## config.mk

```make
export PLATFORM = sky130hd
export DESIGN_NAME = rx_uart
export DESIGN_NICKNAME = d
export VERILOG_FILES = /design/src/rtl/uart_pkg.sv /design/src/rtl/sync_2ff.sv /design/src/rtl/rx_uart.sv
export SDC_FILE = /design/constraint.sdc
export NUM_CORES = 1
export LEC_CHECK = 0
export ABC_AREA = 1
export CORE_UTILIZATION = 35
export CTS_CLUSTER_DIAMETER = 50
export DETAILED_ROUTE_END_ITERATION = 8
export HOLD_SLACK_MARGIN = 0.02
export PLACE_DENSITY_LB_ADDON = 0.15
export SLEW_MARGIN = 30
export SYNTH_ARGS = -nofsm -noshare
export SYNTH_HDL_FRONTEND = slang
export SYNTH_SLANG_ARGS = --single-unit
```

## constraint.sdc

```tcl
create_clock -name i_clock -period 4.3 [get_ports i_clock]
set_input_delay 0.645 -clock i_clock [delete_from_list [all_inputs] [get_ports i_clock]]
set_output_delay 0.645 -clock i_clock [all_outputs]
set_load 0.1 [all_outputs]
```

## src/rtl/uart_pkg.sv

```systemverilog
// ============================================================================
// Module : uart_pkg
// Brief  : Shared UART definitions for the receiver and transmitter.
// Rev    : 1.0  initial release
// ============================================================================
`default_nettype none

package uart_pkg;

    localparam int NTICK             = 16;
    localparam int START_MID         = 7;
    localparam int DEFAULT_DATA_BITS = 8;
    localparam int DEFAULT_STOP_BITS = 1;

    typedef enum logic [4:0] {
        IDLE      = 5'b00001,
        START     = 5'b00010,
        DATA      = 5'b00100,
        STOP      = 5'b01000,
        WAIT_HIGH = 5'b10000
    } rx_state_t;

endpackage

`default_nettype wire

```

## src/rtl/sync_2ff.sv

```systemverilog
// ============================================================================
// Module : sync_2ff
// Brief  : Two-flop synchroniser for a single asynchronous bit.
// Rev    : 1.0  initial release
// ============================================================================
`default_nettype none

module sync_2ff #(
    parameter logic RESET_VALUE = 1'b1
) (
    input  logic i_clock,
    input  logic i_reset,
    input  logic i_d,
    output logic o_q
);

    logic r_meta;
    logic r_sync;

    always_ff @(posedge i_clock) begin
        if (i_reset) begin
            r_meta <= RESET_VALUE;
            r_sync <= RESET_VALUE;
        end else begin
            r_meta <= i_d;
            r_sync <= r_meta;
        end
    end

    assign o_q = r_sync;

endmodule

`default_nettype wire

```

## src/rtl/rx_uart.sv

```systemverilog
// ============================================================================
// Module : rx_uart
// Brief  : 16x-oversampling UART receiver with glitch and framing detection.
// Rev    : 1.0  initial release
// ============================================================================
`default_nettype none

module rx_uart
    import uart_pkg::*;
#(
    parameter int DATA_BITS = DEFAULT_DATA_BITS,
    parameter int STOP_BITS = DEFAULT_STOP_BITS
) (
    input  logic                 i_clock,
    input  logic                 i_reset,
    input  logic                 i_tick,
    input  logic                 i_rx,
    output logic [DATA_BITS-1:0] o_data,
    output logic                 o_data_ready,
    output logic                 o_frame_error,
    output logic                 o_busy
);

    localparam int c_CNT_W = $clog2(NTICK * STOP_BITS) + 1;
    localparam int c_BIT_W = (DATA_BITS > 1) ? $clog2(DATA_BITS) : 1;

    localparam logic [c_CNT_W-1:0] c_START_MID = c_CNT_W'(START_MID);
    localparam logic [c_CNT_W-1:0] c_BIT_LAST  = c_CNT_W'(NTICK - 1);
    localparam logic [c_CNT_W-1:0] c_STOP_LAST = c_CNT_W'(NTICK * STOP_BITS - 1);
    localparam logic [c_BIT_W-1:0] c_DATA_LAST = c_BIT_W'(DATA_BITS - 1);

    logic                 w_rx_s;
    rx_state_t            r_state,     w_state_next;
    logic [c_CNT_W-1:0]   r_tick_cnt,  w_tick_cnt_next;
    logic [c_BIT_W-1:0]   r_bit_cnt,   w_bit_cnt_next;
    logic [DATA_BITS-1:0] r_shift,     w_shift_next;
    logic [DATA_BITS-1:0] r_data,      w_data_next;
    logic                 r_ready,     w_ready_next;
    logic                 r_ferr,      w_ferr_next;
    logic                 r_busy;

    sync_2ff #(
        .RESET_VALUE (1'b1)
    ) u_sync (
        .i_clock (i_clock),
        .i_reset (i_reset),
        .i_d     (i_rx),
        .o_q     (w_rx_s)
    );

    always_comb begin
        w_state_next    = r_state;
        w_tick_cnt_next = r_tick_cnt;
        w_bit_cnt_next  = r_bit_cnt;
        w_shift_next    = r_shift;
        w_data_next     = r_data;
        w_ready_next    = 1'b0;
        w_ferr_next     = 1'b0;
        unique case (r_state)
            IDLE: begin
                // Start edge is acted on without waiting for a tick so a
                // back-to-back frame loses no phase.
                if (!w_rx_s) begin
                    w_state_next    = START;
                    w_tick_cnt_next = '0;
                end
            end
            START: begin
                if (i_tick) begin
                    if (r_tick_cnt == c_START_MID) begin
                        w_tick_cnt_next = '0;
                        w_bit_cnt_next  = '0;
                        w_state_next    = w_rx_s ? IDLE : DATA;
                    end else begin
                        w_tick_cnt_next = r_tick_cnt + 1'b1;
                    end
                end
            end
            DATA: begin
                if (i_tick) begin
                    if (r_tick_cnt == c_BIT_LAST) begin
                        w_shift_next    = {w_rx_s, r_shift[DATA_BITS-1:1]};
                        w_tick_cnt_next = '0;
                        if (r_bit_cnt == c_DATA_LAST) begin
                            w_state_next = STOP;
                        end else begin
                            w_bit_cnt_next = r_bit_cnt + 1'b1;
                        end
                    end else begin
                        w_tick_cnt_next = r_tick_cnt + 1'b1;
                    end
                end
            end
            STOP: begin
                if (i_tick) begin
                    if (r_tick_cnt == c_STOP_LAST) begin
                        w_tick_cnt_next = '0;
                        if (w_rx_s) begin
                            w_data_next  = r_shift;
                            w_ready_next = 1'b1;
                            w_state_next = IDLE;
                        end else begin
                            w_ferr_next  = 1'b1;
                            w_state_next = WAIT_HIGH;
                        end
                    end else begin
                        w_tick_cnt_next = r_tick_cnt + 1'b1;
                    end
                end
            end
            WAIT_HIGH: begin
                // Hold off until the line recovers so a break is one error.
                if (w_rx_s) begin
                    w_state_next = IDLE;
                end
            end
            default: begin
                w_state_next = IDLE;
            end
        endcase
    end

    always_ff @(posedge i_clock) begin
        if (i_reset) begin
            r_state    <= IDLE;
            r_tick_cnt <= '0;
            r_bit_cnt  <= '0;
            r_shift    <= '0;
            r_data     <= '0;
            r_ready    <= 1'b0;
            r_ferr     <= 1'b0;
            r_busy     <= 1'b0;
        end else begin
            r_state    <= w_state_next;
            r_tick_cnt <= w_tick_cnt_next;
            r_bit_cnt  <= w_bit_cnt_next;
            r_shift    <= w_shift_next;
            r_data     <= w_data_next;
            r_ready    <= w_ready_next;
            r_ferr     <= w_ferr_next;
            r_busy     <= (w_state_next != IDLE);
        end
    end

    assign o_data        = r_data;
    assign o_data_ready  = r_ready;
    assign o_frame_error = r_ferr;
    assign o_busy        = r_busy;

endmodule

`default_nettype wire

```

==> flow_metrics.py <==
metrics = {
    "outcome": {
        "outcome": "finished with violations",
        "violations": "design-rule violations",
    },
    "final_layout": {
        "area_growth_pct": 16.67,
        "drive_gt1_frac": 0.1469,
        "fillers": 479,
        "antennaDiodeCount": 0,
        "nets": 254,
    },
    "yosys": {
        "seq_area_frac_synth": 0.4140,
        "synth_simple_gate_area_frac": 0.3174,
        "ys_seq_elements": 34,
        "syn_inst": 228,
        "netlist_top_cells_count": "nor2_1 (48), nand2_1 (35), dfxtp_1 (34)",
        "synth_compound_area_frac": 0.1393,
        "synth_flop_cell": "dfxtp_1",
        "ys_warn_count": 0,
        "synth_top_area_frac": 0.4140,
        "synthArstFlopShare": 0,
        "syn-num-nets": 238,
        "synth_fa_ha_area_frac": 0.04566,
        "synth_top_family_by_area": "simple AND/OR/NAND/NOR gates",
        "synth_xor_xnor_area_share": 0.005327,
        "synth_most_common_cell": "nor2_1",
        "synth_edf_count": 0,
        "syn_area_mm2": 0.001644,
        "synth_cell_types": 27,
        "yosys-top-cells-area": "dfxtp_1 (41%), nor2_1 (11%), nand2_1 (8.0%)",
        "yosys-mux-area-fraction": 0,
        "synth_area_leader_cell": "dfxtp_1",
        "post_synth.cell_area_avg_um2": 7.211,
    },
    "cts": {
        "clock_sinks": 34,
        "cts_made_buffers": 5,
        "cts_resized": 0,
        "h-tree-depth": 2,
        "cts_setup_buffers": 0,
        "cts_hold_buffers": 0,
        "path_clk_slew_ps": 70,
        "clockRootBuffer": "clkbuf_8",
        "clkLatencyLatePin_ps": 290,
        "cts.path.max_buffers": 2,
        "cts_tree": "yes",
    },
    "floorplan": {
        "rows": 24,
        "fp.dieH_um": 70.54,
        "die_x_um": 70.54,
        "ioPinCount": 15,
        "start_util": 0.3699,
        "core_mm2": 0.004444,
        "dieArea_mm2": 0.004975,
    },
    "routing": {
        "drt_drc_violations_left": 2,
        "num_vias": 1448,
        "post_drt_wl_per_cell_um": 11.65,
        "routed_wirelength_um": 3461,
        "vias_per_cell": 4.875,
        "drt_iter0_drc": 74,
        "drt-pass1-iter-count": 6,
        "antenna_left": 0,
    },
    "timing": {
        "skew_ps": 4.614,
        "tns_ps": 0,
        "holdWs_ps": 413.6,
        "tightest_slew_ps": 965.4,
        "hold_viol_final": 0,
        "fmax_ghz": 0.4152,
        "slew_headroom": 0.3544,
        "fin_crit_sh": 0.5601,
        "min_period_ps": 2408,
        "maxSlewViolCount": 0,
        "rsz0062_at_grt": "false",
        "setup_viol": 0,
    },
    "setup_path": {
        "critPathMaxFanout": 2,
        "end_kind": "output port",
        "cp.depth": 1,
        "critical_path_class": "reg2out",
        "rr_worst_depth": 11,
        "crit_chain": "clkdlybuf4s50_1",
        "arrival_ps": 1760,
        "cp_top_family": "buffers and inverters",
        "cp-start-kind": "flip-flop",
        "rr_endpoint": "o_busy",
        "worstReg2RegStart": "r_tick_cnt[0]",
        "path_buf_inv": 1,
        "critPathMaxStageDelay_ps": 1130,
        "r2r_setup_slack_ps": 2050,
        "slowest_stage": "clkdlybuf4s50_1",
        "required_ps": 3650,
    },
    "place": {
        "io_buffers": 14,
        "gp_congestion": 0.8016,
        "post-dp-hpwl_um": 2487,
    },
    "grt": {
        "grt_pass1_wl_um": 6161,
        "grt_max_degree": 22,
        "grt-ovfl-total": 0,
        "grt_usage": 0.1597,
        "antenna_found_initial": 0,
        "grt_pass1_vias": 1328,
    },
    "worst_hold_path": {
        "hold_end": "u_sync.o_q",
        "min_from": "u_sync.r_meta",
        "hold_path.class": "reg2reg",
        "min_path_cells": 1,
    },
    "power_and_ir_drop": {
        "ir_worst_vdd_mv": 0.1576,
        "p_leak_nw": 0.8017,
        "p_per_area_mw_per_mm2": 327.2,
    },
    "flow_run": {
        "maxCapViolCount": 0,
    },
}
==> cell type report <==
class | instances | area (um^2) | area share
Clock buffer | 6 | 82.58 | 0.04305
Sequential cell | 34 | 680.7 | 0.3549
Inverter | 26 | 102.6 | 0.05349
Clock inverter | 2 | 12.51 | 0.006523
Multi-Input combinational cell | 163 | 834.6 | 0.4351
Timing Repair Buffer | 14 | 140.1 | 0.07306
Tap cell | 52 | 65.06 | 0.03392
==> sequential cells by signal, summed over array words and instances, names as in the netlist <==
| register | count |
|---|---|
| o_busy | 1 |
| o_data | 8 |
| o_data_ready | 1 |
| o_frame_error | 1 |
| r_bit_cnt | 3 |
| r_shift | 8 |
| r_state | 5 |
| r_tick_cnt | 5 |
| u_sync.o_q | 1 |
| u_sync.r_meta | 1 |
==> worst reg2reg max path, delay by kind of cell (launching register included) <==
kind	cells	cell delay, ps
compound gates	1	70
buf+inv	1	120
flops	1	390
fa+ha+maj	2	390
simple gates	7	1160
==> metal layers <==
metal	part of all wire	vias to the layer above	track usage
met2	0.44	21	0.2352
met1	0.51	657	0.2175
met3	0.036	6	0.04986
met4	0.018	0	0.06667
li1	-	764	-
met5	0	-	0
==> cells by family after synthesis <==
group           after synthesis
simple gates                115
compound gates               41
flops                        34
buf+inv                      31
fa+ha+maj                     6
xor+xnor                      1
==> layout by cell type (no fill, tap or decap) <==
cell type	count
nor2_4	1
clkbuf_8	6
nand4_1	6
dfxtp_1	34
nor2_2	7
clkdlybuf4s50_1	14
ha_1	6
nor2_1	48
inv_2	7
a211oi_1	1
clkinv_4	1
xor2_1	1
o21ai_0	10
nand2_1	35
nand4_2	1
nand2_2	2
inv_1	18
o211ai_2	1
clkinvlp_4	1
a21oi_2	1
nor3_1	2
o21ai_1	15
a21oi_1	10
or2_2	2
o21ai_2	2
clkinv_2	1
nand3_2	3
o31ai_1	1
nand3_1	8
==> per-stage QoR <==
| stage | instance area [um^2] | instances | setup WS (ps) | power, mW | utilization |
|---|---|---|---|---|---|
| floorplan | 1644 | 228 | 2694 | 0.3704 | - |
| global placement | 1823 | 289 | 1978 | 0.3828 | 0.4102 |
| detailed placement | 1823 | 289 | 1970 | 0.3833 | 0.4102 |
| CTS | 1918 | 297 | 1882 | 0.6371 | 0.4316 |
| global route | 1918 | 297 | 1807 | 0.6626 | 0.4316 |
| finish | 1918 | 297 | 1892 | 0.6277 | 0.4316 |
==> how the worst max path moves through the flow <==
stage	start	slack [ps]	endpoint
final	o_data[5]	1890	o_data[5]
after global routing	r_tick_cnt[0]	1810	o_busy
after CTS	o_data[5]	1880	o_data[5]
after detailed placement	i_tick	1970	o_busy
after global placement	i_tick	1980	o_busy
after floorplan	r_tick_cnt[0]	2690	o_data[0]
==> where the power goes <==
part	internal (mW)	switching, mW	leakage [nW]
logic	0.0170	0.0336	0.479
registers	0.321	0.00479	0.275
clock network	0.129	0.123	0.0472
No activity file was read; power rests on OpenSTA's default activity.
